<file path="src/rtl/kgp_seq_ctrl.sv">
// rtl/kgp_seq_ctrl.sv - multi-cycle instruction sequencer with memory handshake and timeout
module kgp_seq_ctrl #(
  parameter int TIMEOUT = 15
) (
  input  logic        clk,
  input  logic        rst,
  input  logic        start,
  input  logic [2:0]  instr_class,
  input  logic        cond_true,
  input  logic        mem_ack,
  output logic        mem_req,
  output logic        mem_we,
  output logic        mem_sel,
  output logic        ir_we,
  output logic        pc_we,
  output logic        pc_src,
  output logic        alu_go,
  output logic        reg_we,
  output logic        mem_to_reg,
  output logic        busy,
  output logic        halted,
  output logic        err,
  output logic [15:0] instr_count
);

  typedef enum logic [2:0] {
    IDLE, FETCH, DECODE, EXEC, MEM, WB, HALT, ERR
  } state_t;

  localparam logic [2:0] ClsAlu    = 3'd0;
  localparam logic [2:0] ClsLoad   = 3'd1;
  localparam logic [2:0] ClsStore  = 3'd2;
  localparam logic [2:0] ClsBranch = 3'd3;
  localparam logic [2:0] ClsJump   = 3'd4;
  localparam logic [2:0] ClsHalt   = 3'd5;

  localparam int WaitW = $clog2(TIMEOUT + 2);

  state_t           state;
  state_t           nextState;
  logic [2:0]       classReg;
  logic [WaitW-1:0] waitCnt;
  logic             inAccess;
  logic             enterAccess;
  logic             timedOut;
  logic             retire;

  assign inAccess    = (state == FETCH) || (state == MEM);
  assign enterAccess = ((nextState == FETCH) || (nextState == MEM)) && (nextState != state);
  assign timedOut    = (waitCnt == WaitW'(TIMEOUT)) && !mem_ack;
  assign retire      = ((nextState == FETCH) &&
                        ((state == EXEC) || (state == MEM) || (state == WB))) ||
                       ((nextState == HALT) && (state != HALT));

  always_ff @(posedge clk or negedge rst) begin
    if (!rst) begin
      state <= IDLE;
    end else begin
      state <= nextState;
    end
  end

  always_ff @(posedge clk or negedge rst) begin
    if (!rst) begin
      classReg <= 3'd0;
    end else if (state == DECODE) begin
      classReg <= instr_class;
    end
  end

  // Counts unacknowledged request cycles of the current access only.
  always_ff @(posedge clk or negedge rst) begin
    if (!rst) begin
      waitCnt <= '0;
    end else if (enterAccess) begin
      waitCnt <= '0;
    end else if (inAccess && !mem_ack) begin
      waitCnt <= waitCnt + WaitW'(1);
    end
  end

  always_ff @(posedge clk or negedge rst) begin
    if (!rst) begin
      instr_count <= 16'd0;
    end else if (retire) begin
      instr_count <= instr_count + 16'd1;
    end
  end

  always_comb begin
    nextState = state;
    case (state)
      IDLE: begin
        if (start) nextState = FETCH;
      end
      FETCH: begin
        if (mem_ack)       nextState = DECODE;
        else if (timedOut) nextState = ERR;
      end
      DECODE: begin
        if (instr_class == ClsHalt)     nextState = HALT;
        else if (instr_class > ClsHalt) nextState = ERR;
        else                            nextState = EXEC;
      end
      EXEC: begin
        case (classReg)
          ClsAlu:             nextState = WB;
          ClsLoad, ClsStore:  nextState = MEM;
          default:            nextState = FETCH;
        endcase
      end
      MEM: begin
        if (mem_ack)       nextState = (classReg == ClsStore) ? FETCH : WB;
        else if (timedOut) nextState = ERR;
      end
      WB:      nextState = FETCH;
      HALT:    nextState = HALT;
      ERR:     nextState = ERR;
      default: nextState = IDLE;
    endcase
  end

  always_comb begin
    mem_req    = 1'b0;
    mem_we     = 1'b0;
    mem_sel    = 1'b0;
    ir_we      = 1'b0;
    pc_we      = 1'b0;
    pc_src     = 1'b0;
    alu_go     = 1'b0;
    reg_we     = 1'b0;
    mem_to_reg = 1'b0;
    halted     = 1'b0;
    err        = 1'b0;
    busy       = 1'b0;
    case (state)
      FETCH: begin
        busy    = 1'b1;
        mem_req = 1'b1;
        if (mem_ack) begin
          ir_we = 1'b1;
          pc_we = 1'b1;
        end
      end
      DECODE: busy = 1'b1;
      EXEC: begin
        busy   = 1'b1;
        alu_go = 1'b1;
        if ((classReg == ClsJump) || ((classReg == ClsBranch) && cond_true)) begin
          pc_we  = 1'b1;
          pc_src = 1'b1;
        end
      end
      MEM: begin
        busy    = 1'b1;
        mem_req = 1'b1;
        mem_sel = 1'b1;
        mem_we  = (classReg == ClsStore);
      end
      WB: begin
        busy       = 1'b1;
        reg_we     = 1'b1;
        mem_to_reg = (classReg == ClsLoad);
      end
      HALT:    halted = 1'b1;
      ERR:     err    = 1'b1;
      default: ;
    endcase
  end

endmodule

</file>
<file path="config.mk">
export PLATFORM = sky130hd
export DESIGN_NAME = kgp_seq_ctrl
export DESIGN_NICKNAME = d
export VERILOG_FILES = /design/src/rtl/kgp_seq_ctrl.sv
export SDC_FILE = /design/constraint.sdc
export NUM_CORES = 1
export LEC_CHECK = 0
export ABC_CLOCK_PERIOD_IN_PS = 4300
export BUFFER_PORTS_ARGS = -buffer_cell sky130_fd_sc_hd__buf_2
export CAP_MARGIN = 20
export CORE_MARGIN = 2
export CORE_UTILIZATION = 55
export CTS_CLUSTER_DIAMETER = 40
export DETAILED_ROUTE_END_ITERATION = 10
export GPL_TIMING_DRIVEN = 0
export PLACE_DENSITY_LB_ADDON = 0.25
export SLEW_MARGIN = 0
export SYNTH_ARGS = -nofsm -noshare
export SYNTH_HDL_FRONTEND = slang
export SYNTH_SLANG_ARGS = --single-unit
</file>
<file path="constraint.sdc">
create_clock -name clk -period 4.3 [get_ports clk]
set_clock_uncertainty 0.2 [all_clocks]
set_input_delay 0.215 -clock clk [delete_from_list [all_inputs] [get_ports clk]]
set_output_delay 0.215 -clock clk [all_outputs]
set_load 0.1 [all_outputs]
</file>
=== Word-level counts from Yosys, hierarchy flattened ===
Index checks and enable logic that the tools add are counted.

* Register bits: 27
* Latch bits: 0
* Memory bits (writable): 0
* Memory bits (read-only): 0
* Input port bits: 8
* Output and inout bits: 28
* Memories: 0

* Add/sub/neg operators: 2
* $mul: 0
* Div/mod/pow operators: 0
* $lt $le $gt $ge: 1
* Equal/unequal tests: 18
* Shift operators: 0
* Mux-type cells: 25
* Bitwise operators: 0
* Reductions and logical operators: 19

{| class="wikitable"
|+ Operators with widths
! kind !! count
|-
| equality test 3 bit (second input constant) || 8
|-
| one-hot mux 3 bit (8 select lines) || 1
|-
| 2-to-1 mux 3 bit || 7
|-
| adder 16 x 1 -> 16 bit (second input constant) || 1
|-
| 2-to-1 mux 1 bit || 13
|-
| equality test 3 x 2 -> 1 bit (second input constant) || 4
|-
| 2-to-1 mux 5 bit || 2
|-
| equality test 3 x 1 -> 1 bit (second input constant) || 3
|-
| logical AND 1 bit || 6
|-
| logical NOT 3 bit || 2
|-
| logical OR 1 bit || 6
|-
| one-hot mux 3 bit (2 select lines) || 1
|-
| adder 5 x 1 -> 5 bit (second input constant) || 1
|-
| equality test 5 x 4 -> 1 bit (second input constant) || 1
|-
| OR reduction 5 bit || 1
|-
| OR reduction 2 bit || 2
|-
| > comparator 3 bit (second input constant) || 1
|-
| != test 3 bit || 1
|-
| != test 3 bit (second input constant) || 1
|-
| one-hot mux 1 bit (2 select lines) || 1
|-
| nonzero test 2 bit || 1
|-
| logical NOT 1 bit || 1
|}

=== Longest topological paths before layout ===
Gate-level depths: netlist of the first run.

* Word-level depth: 9
* Mapped depth: 10
* Mapped depth without buffers: 9

=== Worst setup path after synthesis of the first run ===
No wires, ideal clock.

* Path type: flip-flop to output port
* Start: register state[0]
* End: output mem_we
* Arrival time: 3865 ps
* Required time: 3885 ps
* Path slack: 20 ps
* Stages on the path, launching flop included: 4
* Path buffers: 2
* Cells stage by stage: dfrtp_1 > buf_2 > buf_1 > nor4b_1

* Word-level cells in the longest chain between the ends: 2

{| class="wikitable"
|+ Ends and longest elaborated chain
! element !! RTL line !! RTL
|-
| start: declaration || 39 || <nowiki>state_t state;</nowiki>
|-
| start signal: assignment || 59 || <nowiki>state <= nextState;</nowiki>
|-
| equality test 3 bit || 136 || <nowiki>case (state)</nowiki>
|-
| 2-to-1 mux 1 bit || 136 ||
|-
| end: declaration || 12 || <nowiki>output logic mem_we,</nowiki>
|}

No other way between the ends.

=== Final worst setup path of the first run ===
* Start: register waitCnt[0]
* End: register instr_count[14]

* Word-level cells in the longest chain between the ends: 8
* Elaborated cells on any way between the ends: 11
* Those cells by class: 3 x eq/ne; 4 x mux; 4 x reduce/logical

{| class="wikitable"
|+ Ends and longest elaborated chain
! element !! RTL line !! RTL
|-
| start: declaration || 42 || <nowiki>logic [WaitW-1:0] waitCnt;</nowiki>
|-
| start signal: assignment || 78 || <nowiki>waitCnt <= waitCnt + WaitW'(1);</nowiki>
|-
| equality test 5 x 4 -> 1 bit * || 50 || <nowiki>assign timedOut = (waitCnt == WaitW'(TIMEOUT)) && !mem_ack;</nowiki>
|-
| logical AND 1 bit * || 50 ||
|-
| 2-to-1 mux 3 bit * || 98, 114 ||
|-
| 2-to-1 mux 3 bit (on tied branches) || 113, 97 ||
|-
| one-hot mux 3 bit (8 select lines) * || 92 || <nowiki>case (state)</nowiki>
|-
| equality test 3 x 1 -> 1 bit / equality test 3 bit (equally long branches) || 51, 53 ||
|-
| logical AND 1 bit (on tied branches) || 51, 53 ||
|-
| logical OR 1 bit * || 52 || <nowiki>((state == EXEC) || (state == MEM) || (state == WB))) ||</nowiki>
|-
| end signal: assignment || 86 || <nowiki>instr_count <= instr_count + 16'd1;</nowiki>
|-
| end: declaration || 23 || <nowiki>output logic [15:0] instr_count</nowiki>
|}

Mark *: on every way between the ends. The rest lies on a longest branch, timed or not.
A chain may end at the register's enable or synchronous reset.

==> metrics, run 1 <==
status finished, violations left; failing checks DRC; Crit Path Category reg -> reg; Ys Warns 0; Slowest-stage cell, CP dfrtp_1; post-synthesis sequential area ratio 41.13%; Arr. time, crit path 2780 ps; Reg clk slew, reported paths 150 ps; DIE WIDTH 58.66 microns; routed length per instance 14.07 microns; Crit. Startpoint waitCnt[0]$_DFFE_PN0P_; vias in the first global route 1195; synthesis-to-layout area growth 17.29%; CTS Root Cell clkbuf_4; Vias 1297; type of the worst min-delay path in -> reg; cell mode on critical path ha_1; CP Cell Sequence ha_1, and3_1, ha_1, nor2b_1, nor2b_2, a211oi_4, a32oi_4, buf_8, nor3_2, xor2_1; final wirelength 3251 microns; drt drc 1; number of max-cap violations 0; GR Overflow Total 0; fraction of registers with async set/reset 100.0%; buffer count from post-CTS setup fixing 0; commonest non-fill, non-tap cells in the layout 38 x buf_2, 27 x dfrtp_1, 17 x xor2_1; layout cells sized above 1 31.50%; reg2reg start waitCnt[0]$_DFFE_PN0P_; Post-Syn Instances 157; nets 212; first-pass GRT wire length 5368 microns; Initial Util 58.56%; # IOs 36; antenna cells 0; Highest Clock Rate 368.7 MHz; largest net degree at the start of global routing 28; multi-input logic area 903.4 sq um; max-slew violation count 0; DP HPWL 2396 microns; final hold viol count 0; Setup TNS 0 ps; FF/Latch Area 675.6 sq um; worst-margin pin slew 589.9 ps; Syn Std Cell Area 0.001643 sq mm; net count after synthesis 168; Syn Area/Cell 10.46 sq um; gr usage total 20.37%; num rows 19; CP Launch Type flop; number of synthesized flops with an enable pin 0; ys flop type dfrtp_1; PortBufs 35; drt pass-1 iters 7; core area 0.002805 sq mm; Tcrit/Tclk final 63.08%; Slew HR 60.67%; H-tree depth 1; critical hold path startpoint start; most common cell after layout, fill and taps aside buf_2; Synth cell types 51; Post-Place Cell Area 0.001857 sq mm; r2r setup slk 1590 ps; Setup Viol. Count Final 0; Final min period 2712 ps; Req. time, crit path 4370 ps; Via-to-Cell Ratio 5.615; RSZ-0062 raised after global routing false; Layout fillers 223; flops & latches, synth 27; remaining antenna violation count 0; die height 58.66 microns; fin area 0.001927 sq mm; CTS buffer count 3; TritonCTS Sinks 27; gpl congestion 0.9138; DRT iter0 DRCs 26; initial antenna violation count 0; Max clock buf depth 2; crit path max fanout 10; Worst Setup End Kind flop; TritonCTS clock tree yes; worst skew pair latency 330 ps; Post-CTS Resized 0; full die area 0.003440 sq mm; largest stage delay on the critical path 440 ps
[worst max-delay path, delay by kind of cell, from the launching register on]
kind | cells | cell delay, ps
simple gates | 4 | 710
buf+inv | 1 | 200
xor+xnor | 1 | 160
fa+ha+maj | 2 | 420
compound gates | 2 | 500
flops | 1 | 440
[logic make-up after synthesis]
family	after synthesis	share of synthesized area, %
fa+ha+maj	3	2.285
xor+xnor	20	10.66
buf+inv	12	3.884
simple gates	70	27.65
compound gates	19	10.43
flops	27	41.13
mux	6	3.960
[Yosys cell counts (2+ instances only)]
cell type	n	area [sq um]
nand4_1	3	18.77
nor2_1	16	60.06
nor3_2	5	50.05
a21oi_1	5	25.02
nand3_1	5	25.02
and3_1	4	25.02
nor4b_2	3	45.04
clkbuf_1	2	7.510
and3b_1	2	17.52
nand2b_1	4	25.02
inv_1	3	11.26
xor2_1	17	148.9
dfrtp_1	27	675.7
buf_2	3	15.01
nor2b_1	3	18.77
mux2_2	3	33.78
mux2i_1	2	20.02
nor3_1	2	10.01
nand2_1	11	41.29
xnor2_1	3	26.28
ha_1	3	37.54
buf_1	2	7.510
[state kept, by name, summed over array words and instances (netlist names)]
signal	count
instr_count	16
waitCnt	5
classReg	3
state	3
[area by class of cell]
class	count	area share, %
multi-input combinational	118	46.88
sequential	27	35.06
timing repair buffer	39	11.17
buffer	9	2.727
tap	31	2.013
clock buffer	3	1.169
inverter	3	0.5844
clock inverter	1	0.3896
[repair_timing]
item,in CTS,in global routing
setup endpoints to repair,0,0
hold buffers,4,0
hold endpoints to repair,30,0
[final timing paths]
| check | to | cells past startpoint |
|---|---|---|
| max | instr_count[14]$_DFFE_PN0P_ | 10 |
| min in group asynchronous | state[1]$_DFF_PN0_ | 2 |
| min reg2reg | instr_count[15]$_DFFE_PN0P_ | 1 |
| max in group asynchronous | instr_count[6]$_DFFE_PN0P_ | 2 |
| min | state[0]$_DFF_PN0_ | 3 |
| max reg2reg | instr_count[14]$_DFFE_PN0P_ | 10 |
[routing by layer]
metal / vias up / track usage, % / part of all wire [%]
li1: 635 / - / -
met5: - / 0 / 0
met4: 0 / 6.169 / 1.2
met3: 5 / 3.077 / 2.7
met1: 640 / 26.68 / 44
met2: 17 / 34.99 / 52
[metrics by stage]
stage	utilization (%)	hold WS, ps	setup WS, ps	std cells
3_5_place_dp	66.19	52.85	1585	223
5_1_grt	68.69	49.93	1437	231
3_3_place_gp	66.19	49.93	1697	223
4_1_cts	68.69	37.04	1571	231
6_report	68.69	68.09	1588	231
2_1_floorplan	-	-280.6	20.01	157
Power of run 1 is left out: the tool's default activity adds up to more than one toggle a clock period on the data nets, which glitch-free logic cannot reach.
==> inputs of run 2 (changes only) <==
--- a/config.mk
+++ b/config.mk
@@ -5,11 +5,12 @@
 export SDC_FILE = /design/constraint.sdc
 export NUM_CORES = 1
 export LEC_CHECK = 0
-export ABC_CLOCK_PERIOD_IN_PS = 4300
+export ABC_AREA = 1
+export ABC_CLOCK_PERIOD_IN_PS = 2200
 export BUFFER_PORTS_ARGS = -buffer_cell sky130_fd_sc_hd__buf_2
 export CAP_MARGIN = 20
 export CORE_MARGIN = 2
-export CORE_UTILIZATION = 55
+export CORE_UTILIZATION = 50
 export CTS_CLUSTER_DIAMETER = 40
 export DETAILED_ROUTE_END_ITERATION = 10
 export GPL_TIMING_DRIVEN = 0
==> constraint.sdc (replaced) <==
create_clock -name clk -period 2.2 [get_ports clk]
set_clock_uncertainty 0.2 [all_clocks]
set_input_delay 0.11 -clock clk [delete_from_list [all_inputs] [get_ports clk]]
set_output_delay 0.11 -clock clk [all_outputs]
set_load 0.1 [all_outputs]
==> run 2 against run 1 <==
Net effect:
- the run ends with setup timing left
- routed wire length grew 39%
- critical path depth grew 5
- via count grew 42%
- first-iteration DRC count grew to 7.1 times the previous value
- clock-buffer cell count is the same
- die area grew 25%
- critical endpoint is now instr_count[8]$_DFFE_PN0P_
- largest cell class unchanged
==> metrics, run 2 <==
synthesis-to-layout area growth 28.35%; H-tree depth 1 (unchanged); Tcrit/Tclk final 103.0% (+40 points); Synth top area share 35.69% (-5.4 points); max-slew violation count 0 (unchanged); fraction of registers with async set/reset 100.0% (unchanged); Reg clk slew, reported paths 100 ps (-50 ps); PortBufs 35 (unchanged); num rows 22 (+3); number of max-cap violations 0 (unchanged); Initial Util 51.71% (-6.9 points); worst vdd ir 211.7 uV; Worst Setup End Kind flop; reg2reg start waitCnt[0]$_DFFE_PN0P_; remaining antenna violation count 0 (unchanged); die height 65.53 microns (+12%); RSZ-0062 raised after global routing true; # IOs 36 (unchanged); failing checks setup timing; Slew HR 59.17% (-1.5 points); Final Util 66.37% (-2.3 points); worst skew pair latency 270 ps (-60 ps); first-pass GRT wire length 7355 microns (+37%); drt pass-1 iters 4 (-3); Final Power 821.8 uW; crit path max fanout 6 (-4); Layout fillers 331 (+48%); vias in the first global route 1694 (+42%); GR Overflow Total 0 (unchanged); TritonCTS Sinks 27 (unchanged); multi-input logic area 0.001124 sq mm (+24%); power density over the cells 338.2 mW/mm^2; Syn Std Cell Area 0.001893 sq mm (+15%); status finished, violations left; cell mode on critical path nand2_1; count leader, synth nand2_1; most common cell after layout, fill and taps aside nand2_1; gr usage total 21.56% (+1.2 points); layout cells sized above 1 31.56% (+0.062 points); Synth cell types 28 (-45%); CP top delay family simple AND/OR/NAND/NOR gates; routed length per instance 12.26 microns (-13%); DIE WIDTH 65.53 microns (+12%); final hold viol count 0 (unchanged); gpl congestion 0.8792 (-3.8%); Crit Path Category reg -> reg; Vias 1843 (+42%); CP Launch Type flop; type of the worst min-delay path in -> reg; Via-to-Cell Ratio 5.008 (-11%); dominant cells by area after synthesis dfrtp_1 36%, nand2_1 15%, nand3_1 9.3%; DRT iter0 DRCs 185 (+610%); flops & latches, synth 27 (unchanged); largest area contributor in the netlist dfrtp_1; commonest non-fill, non-tap cells in the layout 65 x nand2_1, 35 x nand3_1, 35 x buf_2; net count after synthesis 274 (+63%); ys flop type dfrtp_1; largest stage delay on the critical path 400 ps (-40 ps); worst-margin pin slew 612.4 ps (+22.49 ps); FF/Latch Area 675.6 sq um (unchanged); Regs by FF count instr_count: 16 flops, waitCnt: 5 flops; Req. time, crit path 2180 ps (-2190 ps); CTS buffer count 3 (unchanged); Setup Viol. Count Final 16 (+16); top cells by count, synth 74 x nand2_1, 35 x nand3_1, 27 x dfrtp_1, 27 x inv_1, 27 x nor2_1; Max clock buf depth 2 (unchanged); TritonCTS clock tree yes; Syn Area/Cell 7.198 sq um (-31%); nets 332 (+57%); core area 0.003661 sq mm (+31%); post-synthesis sequential area ratio 35.69% (-5.4 points); full die area 0.004294 sq mm (+25%); CP Cell Sequence ha_2, nand2_1, nor2_1, ha_2, nor2_1, nor2_1, nand2_1, nand3_2, nor2_4, nor2_4, nand3_4, nand2_4, clkbuf_16, nand2_1, nand2_1; final wirelength 4512 microns (+39%); number of synthesized flops with an enable pin 0 (unchanged); largest net degree at the start of global routing 28 (unchanged); Leakage 1.328 nW; drt drc 0 (-1); CTS Root Cell clkbuf_8; Setup TNS -609.4 ps (-609.4 ps); Ys Warns 0 (unchanged); setup ws final -66.65 ps (-1654 ps); Post-Syn Instances 263 (+68%); Buffers & Inverters on Critical Path 1 (unchanged); Slowest-stage cell, CP dfrtp_1; Highest Clock Rate 441.2 MHz (+20%); Crit. Startpoint waitCnt[0]$_DFFE_PN0P_; DP HPWL 3064 microns (+28%); initial antenna violation count 0 (unchanged); Largest Register instr_count; antenna cells 0 (unchanged); Arr. time, crit path 2250 ps (-530 ps); max FFs per register 16 (unchanged); pre-CTS setup slack -143.7 ps (-1729 ps); Final min period 2267 ps (-445.6 ps); critical hold path startpoint mem_ack
==> run 2: cell types whose count changed after synthesis, sizes merged, moves of 6 or more <==
cell / delta
nand3: +35
nor2: +14
o21ai: +6
inv: +28
nand2: +71
==> run 2: final cells by class <==
cell class,count,share of cell area [%]
buffer,6,2.472
clock buffer,3,1.699
clock inverter,1,0.3090
inverter,31,4.789
multi-input combinational,199,46.24
sequential,27,27.81
tap,48,2.472
timing repair buffer,53,14.21
==> run 2: cell families (layout without fill, tap and decap cells) <==
| group | after synthesis | in the layout | share of synthesized area [%] |
|---|---|---|---|
| buffers and inverters | 37 | 94 | 8.658 |
| flip-flops | 27 | 27 | 35.69 |
| adder cells (fa/ha/maj) | 3 | 3 | 1.983 |
| AND/OR/NAND/NOR | 163 | 163 | 41.11 |
| multiplexers | 1 | 1 | 0.5288 |
| XOR/XNOR | 17 | 17 | 7.865 |
| AO/OA/AOI/OAI | 15 | 15 | 4.164 |
==> run 2: through the flow <==
| step | hold WS [ps] | std cells | area, sq um |
|---|---|---|---|
| after CTS | 25.75 | 363 | 2333 |
| after global routing | 74.99 | 368 | 2430 |
| after detailed placement | -42.09 | 346 | 2157 |
| after global placement | -33.58 | 346 | 2157 |
| final | 57.82 | 368 | 2430 |
| after floorplan | -385.6 | 263 | 1922 |
==> run 2: tightest hold or removal path: cells and delay by family <==
family	cells	cell delay (ps)
AND/OR/NAND/NOR	2	260
buffers and inverters	1	110
==> run 2: power by group <==
part	internal, mW	switching (mW)
Sequential	0.496	0
Clock	0.129	0.168
Combinational	0.0111	0.0179
Total	0.636	0.186
==> run 2: layer usage <==
| metal | track usage, % | up-vias | wire (microns) |
|---|---|---|---|
| li1 | - | 948 | - |
| met1 | 26.65 | 843 | 1976 |
| met2 | 39.16 | 46 | 2284 |
| met3 | 2.568 | 6 | 182 |
| met4 | 6.250 | 0 | 68 |
| met5 | 0 | - | 0 |
==> run 2: repair_timing <==
action                                 4_1_cts  5_1_grt
resized for setup                            8       15
setup buffers                                8        4
setup endpoints to repair                   10       21
pin swaps                                    3        5
endpoints found under the hold margin       30        0
hold buffers                                 4        0
cloned                                       1        1
==> run 2: final timing paths <==
| check | end | slack, ps | cells after the start |
|---|---|---|---|
| min reg2reg | instr_count[15]$_DFFE_PN0P_ | 360 | 2 |
| min in group asynchronous | instr_count[7]$_DFFE_PN0P_ | 170 | 2 |
| max | instr_count[8]$_DFFE_PN0P_ | -70 | 15 |
| min | state[1]$_DFF_PN0_ | 60 | 3 |
| max reg2reg | instr_count[8]$_DFFE_PN0P_ | -70 | 15 |
| max in group asynchronous | instr_count[6]$_DFFE_PN0P_ | 1230 | 2 |
Note: power is estimated with default switching activity, not from simulation.
==> inputs of run 3 (changes only) <==
--- a/config.mk
+++ b/config.mk
@@ -6,7 +6,7 @@
 export NUM_CORES = 1
 export LEC_CHECK = 0
 export ABC_AREA = 1
-export ABC_CLOCK_PERIOD_IN_PS = 2200
+export ABC_CLOCK_PERIOD_IN_PS = 1850
 export BUFFER_PORTS_ARGS = -buffer_cell sky130_fd_sc_hd__buf_2
 export CAP_MARGIN = 20
 export CORE_MARGIN = 2
==> constraint.sdc (replaced) <==
create_clock -name clk -period 1.85 [get_ports clk]
set_clock_uncertainty 0.2 [all_clocks]
set_input_delay 0.0925 -clock clk [delete_from_list [all_inputs] [get_ports clk]]
set_output_delay 0.0925 -clock clk [all_outputs]
set_load 0.1 [all_outputs]
==> run 3 against run 2 <==
Net effect:
- the run still ends with setup timing left
- global-route usage is 1.5 points higher
- sequential power is 19% higher
- register-to-register slack worse by 310 ps
- core utilization is 3.7 points higher
- via count is 3.4% higher
- routed wire length is 2.0% higher
- maximum frequency is 1.7% higher
- first-iteration DRC count is 39% lower
- die area stayed put
- flip-flop and latch count stayed put
- critical path depth is 1 higher
- sequential share of layout area is 1.4 points lower
- critical endpoint is now instr_count[9]$_DFFE_PN0P_
- highest routed layer unchanged
==> metrics, run 3 (synthesis gave the netlist of run 2 again) <==
# IOs 36 (unchanged); worst-margin pin slew 613.2 ps (+0.7930 ps); power density over the cells 373.1 mW/mm^2 (+10%); critical hold path startpoint start; Vias 1905 (+3.4%); status finished, violations left; TritonCTS Sinks 27 (unchanged); vias in the first global route 1783 (+5.3%); Highest Clock Rate 448.5 MHz (+1.7%); gr usage total 23.01% (+1.5 points); layout cells sized above 1 38.08% (+6.5 points); worst vdd ir 262.3 uV (+24%); setup ws final -379.8 ps (-313.2 ps); synthesis-to-layout area growth 35.56%; Req. time, crit path 1860 ps (-320 ps); DP HPWL 3042 microns (-0.72%); Arr. time, crit path 2240 ps (about the same); Crit. Startpoint waitCnt[1]$_DFFE_PN0P_; remaining antenna violation count 0 (unchanged); final hold viol count 0 (unchanged); Setup TNS -7318 ps (-6708 ps); max-slew violation count 0 (unchanged); Initial Util 51.71% (unchanged); TritonCTS clock tree yes; type of the worst min-delay path in -> reg; drt drc 0 (unchanged); WHS Path Cells 3 (unchanged); Max clock buf depth 2 (unchanged); Final min period 2230 ps (-36.81 ps); largest net degree at the start of global routing 28 (unchanged); DIE WIDTH 65.53 microns (unchanged); gpl congestion 0.8968 (+2.0%); Leakage 1.361 nW (+2.5%); routed length per instance 12.40 microns (+1.1%); crit path max fanout 5 (-1); max FFs per register 16 (unchanged); CP Launch Type flop; num rows 22 (unchanged); commonest non-fill, non-tap cells in the layout 54 x nand2_1, 34 x nand3_1, 25 x nand2_2, 25 x dfrtp_1, 25 x buf_2; Setup Viol. Count Final 23 (+7); Tcrit/Tclk final 120.5% (+18 points); Final Util 70.10% (+3.7 points); Crit Path Category reg -> reg; failing checks setup timing; PortBufs 35 (unchanged); initial antenna violation count 0 (unchanged); final wirelength 4601 microns (+2.0%); FF-to-FF path depth 16 (+1); number of max-cap violations 0 (unchanged); nets 335 (+0.90%); core area 0.003661 sq mm (unchanged); H-tree depth 1 (unchanged); Largest Register instr_count; Reg clk slew, reported paths 90 ps (about the same); first-pass GRT wire length 7886 microns (+7.2%); most common cell after layout, fill and taps aside nand2_1; CTS Root Cell clkbuf_8; Slew HR 59.12% (about the same); DRT iter0 DRCs 113 (-39%); worst hold slack 18.83 ps (-38.99 ps); reg2reg start waitCnt[1]$_DFFE_PN0P_; Regs by FF count instr_count: 16 flops, waitCnt: 5 flops; drt pass-1 iters 4 (unchanged); GR Overflow Total 0 (unchanged); die height 65.53 microns (unchanged); CTS buffer count 3 (unchanged); full die area 0.004294 sq mm (unchanged); antenna cells 0 (unchanged); Worst Setup End Kind flop; Layout fillers 307 (-7.3%); worst skew pair latency 270 ps (about the same); Via-to-Cell Ratio 5.135 (+2.5%); RSZ-0062 raised after global routing true
==> run 3: changes by cell type in the layout (fill, tap and decap cells not counted), sizes merged <==
cell / change
buf: +3
clkinv: +1
clkinvlp: -1
==> run 3: stage by stage <==
stage	worst slack, ps	cells	instance area [sq um]	power [mW]
2_1_floorplan	-969.6	263	1927	0.6072
3_3_place_gp	-468.2	346	2162	0.6294
3_5_place_dp	-487.2	346	2162	0.6295
4_1_cts	-326.5	366	2457	0.9672
5_1_grt	-478.2	371	2566	0.9964
6_report	-379.8	371	2566	0.9574
==> run 3: path summary, 6_finish.rpt <==
path	end	slack (ps)
worst max-delay path	instr_count[9]$_DFFE_PN0P_	-380
worst min-delay path	state[0]$_DFF_PN0_	20
worst max register to register	instr_count[9]$_DFFE_PN0P_	-380
worst min register to register	instr_count[13]$_DFFE_PN0P_	350
max in group asynchronous	instr_count[1]$_DFFE_PN0P_	850
min in group asynchronous	instr_count[11]$_DFFE_PN0P_	160
==> run 3: worst max-delay path, cell delays in order, from the launching register on <==
cell and delay [ps]:
dfrtp_1 400, ha_2 190, nand2_1 60, nor2_1 40, ha_2 180, inv_2 60
nand2_2 40, nand2_2 70, nand3_2 90, nor2_4 170, nand2_4 90, inv_2 70
nand3_4 120, nand2_4 140, buf_6 140, nand2_2 50, nand2_1 50
==> run 3: area by class of cell <==
| class | count | area (sq um) | area share (%) |
|---|---|---|---|
| plain buffers | 6 | 60.06 | 2.340 |
| clock inverters | 1 | 5.005 | 0.1950 |
| inverters | 31 | 116.4 | 4.534 |
| repair buffers | 56 | 439.2 | 17.11 |
| clock buffers | 3 | 41.29 | 1.609 |
| flip-flops and latches | 27 | 678.2 | 26.43 |
| multi-input cells | 199 | 1166 | 45.44 |
| well taps | 48 | 60.06 | 2.340 |
==> run 3: repair_timing <==
item	in CTS	in global routing
gates cloned	3	0
hold buffers	4	0
gates resized for setup	39	26
pin swaps	11	8
setup buffers	9	5
setup endpoints to repair	30	29
hold endpoints to repair	30	0
==> run 3: power by group <==
| part | switching, mW | total (mW) | internal (mW) |
|---|---|---|---|
| Clock | 0.182 | 0.333 | 0.151 |
| Combinational | 0.0216 | 0.0347 | 0.0132 |
| Sequential | 0 | 0.590 | 0.590 |
| Total | 0.204 | 0.957 | 0.753 |
==> run 3: routing by layer <==
layer | track usage (%) | routed length (microns) | share of wire, %
met5 | 0 | 0 | 0
met3 | 2.568 | 166 | 3.6
met1 | 28.82 | 1988 | 43
met2 | 42.35 | 2388 | 52
met4 | 4.948 | 58 | 1.3
